## src/rtl/demux_pkg.sv

```systemverilog
// demux_pkg: slot codes shared by the 1:4 write-side demux and the 4:1 result mux.
//   CH_A..CH_D     2-bit destination codes (note B and C are bit-swapped vs. binary order)
//   DEFAULT_WIDTH  default datapath width
//   ch_decode()    code -> one-hot slot select, bit 0 = A .. bit 3 = D
package demux_pkg;

    localparam int unsigned DEFAULT_WIDTH = 32;

    localparam logic [1:0] CH_A = 2'b00;
    localparam logic [1:0] CH_B = 2'b10;
    localparam logic [1:0] CH_C = 2'b01;
    localparam logic [1:0] CH_D = 2'b11;

    function automatic logic [3:0] ch_decode(input logic [1:0] code);
        logic [3:0] oh;
        oh = 4'b0000;
        unique case (code)
            CH_A:    oh = 4'b0001;
            CH_B:    oh = 4'b0010;
            CH_C:    oh = 4'b0100;
            CH_D:    oh = 4'b1000;
            default: oh = 4'b0000;
        endcase
        return oh;
    endfunction

endpackage

```

## src/rtl/demux_slot.sv

```systemverilog
// demux_slot: one-entry holding register with full flag and delivered-word counter.
//   clk, rst_n   clock, async active-low reset
//   load         write in_data this cycle (caller guarantees room: !full | out_ready)
//   in_data      word to store
//   out_ready    consumer takes the held word this cycle
//   out_valid    slot holds a word
//   out_data     held word (keeps last value after drain)
//   cnt          number of drains, wraps silently
module demux_slot
    import demux_pkg::*;
#(
    parameter int unsigned WIDTH = DEFAULT_WIDTH,
    parameter int unsigned CNT_W = 16
) (
    input  logic             clk,
    input  logic             rst_n,
    input  logic             load,
    input  logic [WIDTH-1:0] in_data,
    input  logic             out_ready,
    output logic             out_valid,
    output logic [WIDTH-1:0] out_data,
    output logic [CNT_W-1:0] cnt
);

    logic             full_q;
    logic [WIDTH-1:0] data_q;
    logic [CNT_W-1:0] cnt_q;
    logic             drain;

    assign drain = full_q & out_ready;

    always_ff @(posedge clk or negedge rst_n) begin
        if (!rst_n) begin
            full_q <= 1'b0;
            data_q <= '0;
            cnt_q  <= '0;
        end else begin
            // Load wins over drain so a same-cycle drain+load keeps the slot full.
            if (load) begin
                full_q <= 1'b1;
                data_q <= in_data;
            end else if (drain) begin
                full_q <= 1'b0;
            end
            if (drain) begin
                cnt_q <= cnt_q + CNT_W'(1);
            end
        end
    end

    assign out_valid = full_q;
    assign out_data  = data_q;
    assign cnt       = cnt_q;

endmodule

```

## src/rtl/demux1x4_buf.sv

```systemverilog
// demux1x4_buf: registered 1:4 demux with valid/ready, routing one input word per cycle
// into one of four one-entry slots selected by ctrl (A=00, B=10, C=01, D=11).
//   clk, rst_n                 clock, async active-low reset
//   ctrl, in_valid, in_data    input channel; in_ready = selected slot can take a word
//   out_valid_x, out_data_x    slot x contents
//   out_ready_x                consumer x takes its word
//   cnt_x                      words delivered from slot x
//   busy                       any slot holds a word
module demux1x4_buf
    import demux_pkg::*;
#(
    parameter int unsigned WIDTH = DEFAULT_WIDTH,
    parameter int unsigned CNT_W = 16
) (
    input  logic             clk,
    input  logic             rst_n,
    input  logic [1:0]       ctrl,
    input  logic             in_valid,
    input  logic [WIDTH-1:0] in_data,
    output logic             in_ready,
    output logic             out_valid_a,
    output logic             out_valid_b,
    output logic             out_valid_c,
    output logic             out_valid_d,
    output logic [WIDTH-1:0] out_data_a,
    output logic [WIDTH-1:0] out_data_b,
    output logic [WIDTH-1:0] out_data_c,
    output logic [WIDTH-1:0] out_data_d,
    input  logic             out_ready_a,
    input  logic             out_ready_b,
    input  logic             out_ready_c,
    input  logic             out_ready_d,
    output logic [CNT_W-1:0] cnt_a,
    output logic [CNT_W-1:0] cnt_b,
    output logic [CNT_W-1:0] cnt_c,
    output logic [CNT_W-1:0] cnt_d,
    output logic             busy
);

    logic [3:0] sel;
    logic [3:0] full;
    logic [3:0] rdy;
    logic [3:0] load;
    logic       accept;

    assign sel  = ch_decode(ctrl);
    assign full = {out_valid_d, out_valid_c, out_valid_b, out_valid_a};
    assign rdy  = {out_ready_d, out_ready_c, out_ready_b, out_ready_a};

    // Combinational through ctrl and the selected out_ready: a slot draining this cycle
    // can take a new word in the same cycle.
    assign in_ready = |(sel & (~full | rdy));
    assign accept   = in_valid & in_ready;
    assign load     = sel & {4{accept}};
    assign busy     = |full;

    demux_slot #(.WIDTH(WIDTH), .CNT_W(CNT_W)) u_slot_a (
        .clk       (clk),
        .rst_n     (rst_n),
        .load      (load[0]),
        .in_data   (in_data),
        .out_ready (out_ready_a),
        .out_valid (out_valid_a),
        .out_data  (out_data_a),
        .cnt       (cnt_a)
    );

    demux_slot #(.WIDTH(WIDTH), .CNT_W(CNT_W)) u_slot_b (
        .clk       (clk),
        .rst_n     (rst_n),
        .load      (load[1]),
        .in_data   (in_data),
        .out_ready (out_ready_b),
        .out_valid (out_valid_b),
        .out_data  (out_data_b),
        .cnt       (cnt_b)
    );

    demux_slot #(.WIDTH(WIDTH), .CNT_W(CNT_W)) u_slot_c (
        .clk       (clk),
        .rst_n     (rst_n),
        .load      (load[2]),
        .in_data   (in_data),
        .out_ready (out_ready_c),
        .out_valid (out_valid_c),
        .out_data  (out_data_c),
        .cnt       (cnt_c)
    );

    demux_slot #(.WIDTH(WIDTH), .CNT_W(CNT_W)) u_slot_d (
        .clk       (clk),
        .rst_n     (rst_n),
        .load      (load[3]),
        .in_data   (in_data),
        .out_ready (out_ready_d),
        .out_valid (out_valid_d),
        .out_data  (out_data_d),
        .cnt       (cnt_d)
    );

endmodule

```

## config.mk

```make
export PLATFORM = sky130hd
export DESIGN_NAME = demux1x4_buf
export DESIGN_NICKNAME = d
export VERILOG_FILES = /design/src/rtl/demux_pkg.sv /design/src/rtl/demux_slot.sv /design/src/rtl/demux1x4_buf.sv
export SDC_FILE = /design/constraint.sdc
export NUM_CORES = 1
export LEC_CHECK = 0
export BUFFER_PORTS_ARGS = -buffer_cell sky130_fd_sc_hd__buf_2
export CAP_MARGIN = 5
export CORE_MARGIN = 3
export CORE_UTILIZATION = 46
export CTS_CLUSTER_SIZE = 14
export DETAILED_ROUTE_END_ITERATION = 16
export PLACE_DENSITY_LB_ADDON = 0.08
export SETUP_SLACK_MARGIN = 0.02
export SYNTH_ARGS = -nofsm -noshare
export SYNTH_HDL_FRONTEND = slang
export SYNTH_HIERARCHICAL = 1
export SYNTH_SLANG_ARGS = --single-unit
export TNS_END_PERCENT = 100
```

## constraint.sdc

```tcl
create_clock -name clk -period 1.6 [get_ports clk]
set_input_delay 0.32 -clock clk [delete_from_list [all_inputs] [get_ports clk]]
set_output_delay 0.32 -clock clk [all_outputs]
set_load 0.01 [all_outputs]
```

==> results.json <==
{
  "slew_viol_final": 0,
  "drtIter0Drc": 164,
  "ys_types": 26,
  "place_congestion": 0.767,
  "antenna_found_initial": 0,
  "synthTopCellsByArea": "dfrtp_1, mux2_2, xnor2_1",
  "clock-sinks": 196,
  "clk-insertion-delay-late_ns": 0.44,
  "placementRows": 47,
  "synth_top_family_by_area": "multiplexers",
  "vias": 5120,
  "hold_path.class": "input pin to flop",
  "synthesis.instances": 514,
  "grt_pass1_wl_um": 28200,
  "cp-start-kind": "flop",
  "clock_tree.root_cell": "clkbuf_16",
  "rsz0062_at_grt": "yes",
  "p_leak_nw": 4.97,
  "numPortBuffers": 238,
  "htreeDepth": 4,
  "hpwl_um": 13400,
  "dr.pass1.iters": 6,
  "synthAdderAreaFrac_pct": 0.641,
  "grtUsageTotal_pct": 19.7,
  "synth_compound_area_share_pct": 0.384,
  "setup_viol": 2,
  "synth.area.mux_share_pct": 19.3,
  "crit_required_ns": 1.28,
  "clock_skew_ns": 0.0107,
  "synth_area_per_cell_sq_um": 15.2,
  "yosysWarnings": 6,
  "r2r_start": "u_slot_d/out_valid",
  "final_core_util_pct": 61.2,
  "dieArea_sq_um": 18600,
  "ys_seq_elements": 196,
  "worst_pin_slew_ns": 0.449,
  "worst-endpoint-arrival_ns": 1.61,
  "ir_worst_vdd_v": 0.000833,
  "clockBufferDepth": 2,
  "fin_crit_ns": 1.93,
  "end_kind": "output pin",
  "hold_violations": 0,
  "power_mw": 13.6,
  "yosysSeqAreaShare_pct": 62.8,
  "period_share_pct": 121,
  "cts_tree": "built",
  "core_sq_um": 16600,
  "wirelength_um": 18400,
  "outcome": "finished with violations",
  "remaining_drc_errors": 0,
  "finalNetCount": 823,
  "vias_per_cell": 5.06,
  "slew_headroom_pct": 70.0,
  "drive_above_1_share_pct": 58.5,
  "start_util_pct": 47.1,
  "fin_ws_ns": -0.332,
  "dp.cells": 975,
  "netlist_area_sq_um": 7810,
  "synth_top_area_share_pct": 62.8,
  "die_x_um": 136,
  "fin_cells": 1012,
  "grt_start_max_net_pins": 49,
  "dp_slack_ns": -0.0844,
  "rrSetupSlack_ns": 0.05,
  "antenna_left": 0,
  "violations": "setup timing",
  "worstSetupPathType": "flop to output pin",
  "cts_buffers": 17,
  "worstPathMaxFanout": 2,
  "die_h_um": 136,
  "ff2ff_path_depth": 6,
  "powerDensity_nw_per_um2": 1340,
  "synthSimpleGateAreaFrac_pct": 8.23,
  "synth_edf_count": 0,
  "synth_xor_area_share_pct": 7.11,
  "clk_pin_slew_worst_paths_ns": 0.08,
  "async_flop_share_pct": 100,
  "overflow": 0,
  "post-synth-top-count-cell": "dfrtp_1",
  "synth_commonest_cells": "dfrtp_1, mux2_2, xnor2_1",
  "crit_end": "busy",
  "synth_nets": 559,
  "syn2layout_area_growth_pct": 29.9,
  "first_global_vias": 5243,
  "cap_violations": 0,
  "yosysTopAreaCell": "dfrtp_1",
  "setup.worst_path.start": "u_slot_d/out_valid",
  "max_freq_mhz": 518,
  "drt-wirelength-per-cell_um": 18.2,
  "synth-main-ff-cell": "dfrtp_1",
  "reg2reg_to": "u_slot_d/cnt[7]",
  "num_io_pins": 239
}
==> cells by family (layout without fill, tap and decap cells) <==
kind of cell | count (synthesis) | in the layout
simple gates | 93 | 93
fa+ha+maj | 4 | 4
xor+xnor | 60 | 60
other cells | 0 | 1
mux | 133 | 133
compound gates | 4 | 4
flops | 196 | 196
buf+inv | 24 | 301
==> routing by layer <==
layer  wire length, um  up-vias  global-route usage (%)
met5                 0        -                       0
met4               439        0                    7.61
met3              1300       27                    6.07
met2              9020      171                    32.0
met1              7650     2574                    24.8
li1                  -     2348                       -
==> worst min path at each step <==
stage	start	endpoint	depth (start not counted)
2_1_floorplan	rst_n	u_slot_a/cnt[0]	0
3_3_place_gp	rst_n	u_slot_c/cnt[15]	1
3_5_place_dp	rst_n	u_slot_c/cnt[15]	1
4_1_cts	in_data[3]	u_slot_b/out_data[3]	2
5_1_grt	in_data[7]	u_slot_c/out_data[7]	2
6_report	in_data[3]	u_slot_a/out_data[3]	2
==> critical path, cell delays in order (launching register included) <==
cell	delay, ns
dfrtp_1	0.39
buf_6	0.12
or4_4	0.53
buf_6	0.14
==> power breakdown <==
group	total, mW	switching [mW]	internal [mW]
combinational	2.96	1.47	1.50
sequential	6.47	0.614	5.86
clock	4.15	2.06	2.09
==> per-stage QoR <==
stage	hold WS [ns]	area [sq um]	setup TNS, ns
global placement	0.290	9470	-0.640
floorplan	0.0244	7830	-0.610
CTS	0.134	10100	-0.655
global route	0.151	10100	-0.679
finish	0.148	10100	-0.615
detailed placement	0.300	9470	-1.49
==> layout by cell type, fill, tap and decap left out, drive strengths merged, types with 13 or more instances in the layout <==
cell and n:
and3 16, and4 13, buf 262, clkbuf 19, dfrtp 196, inv 15, mux2 132, nand2 16
nand3 24, xnor2 52
==> layout make-up <==
| cell class | instances | area, sq um |
|---|---|---|
| multi-input combinational | 294 | 2820 |
| clock inverter | 15 | 154 |
| tap | 220 | 275 |
| fill | 1359 | 6430 |
| antenna | 1 | 2.50 |
| timing repair buffer | 265 | 1550 |
| sequential | 196 | 4910 |
| clock buffer | 17 | 425 |
| inverter | 4 | 15.0 |
==> registers in the layout, indices dropped and copies added (netlist names), 16 cells and up <==
signal             count
u_slot_c/out_data     32
u_slot_c/cnt          16
u_slot_a/out_data     32
u_slot_d/cnt          16
u_slot_b/out_data     32
u_slot_b/cnt          16
u_slot_d/out_data     32
u_slot_a/cnt          16
==> what timing repair did <==
item,CTS,global route
resized for setup,3,9
endpoints found under the hold margin,41,0
endpoints found under the setup margin,20,20
gates cloned,0,1
hold buffers,1,0
pin swaps,1,0
buffers inserted,2,0
No activity file was read; power rests on OpenSTA's default activity.
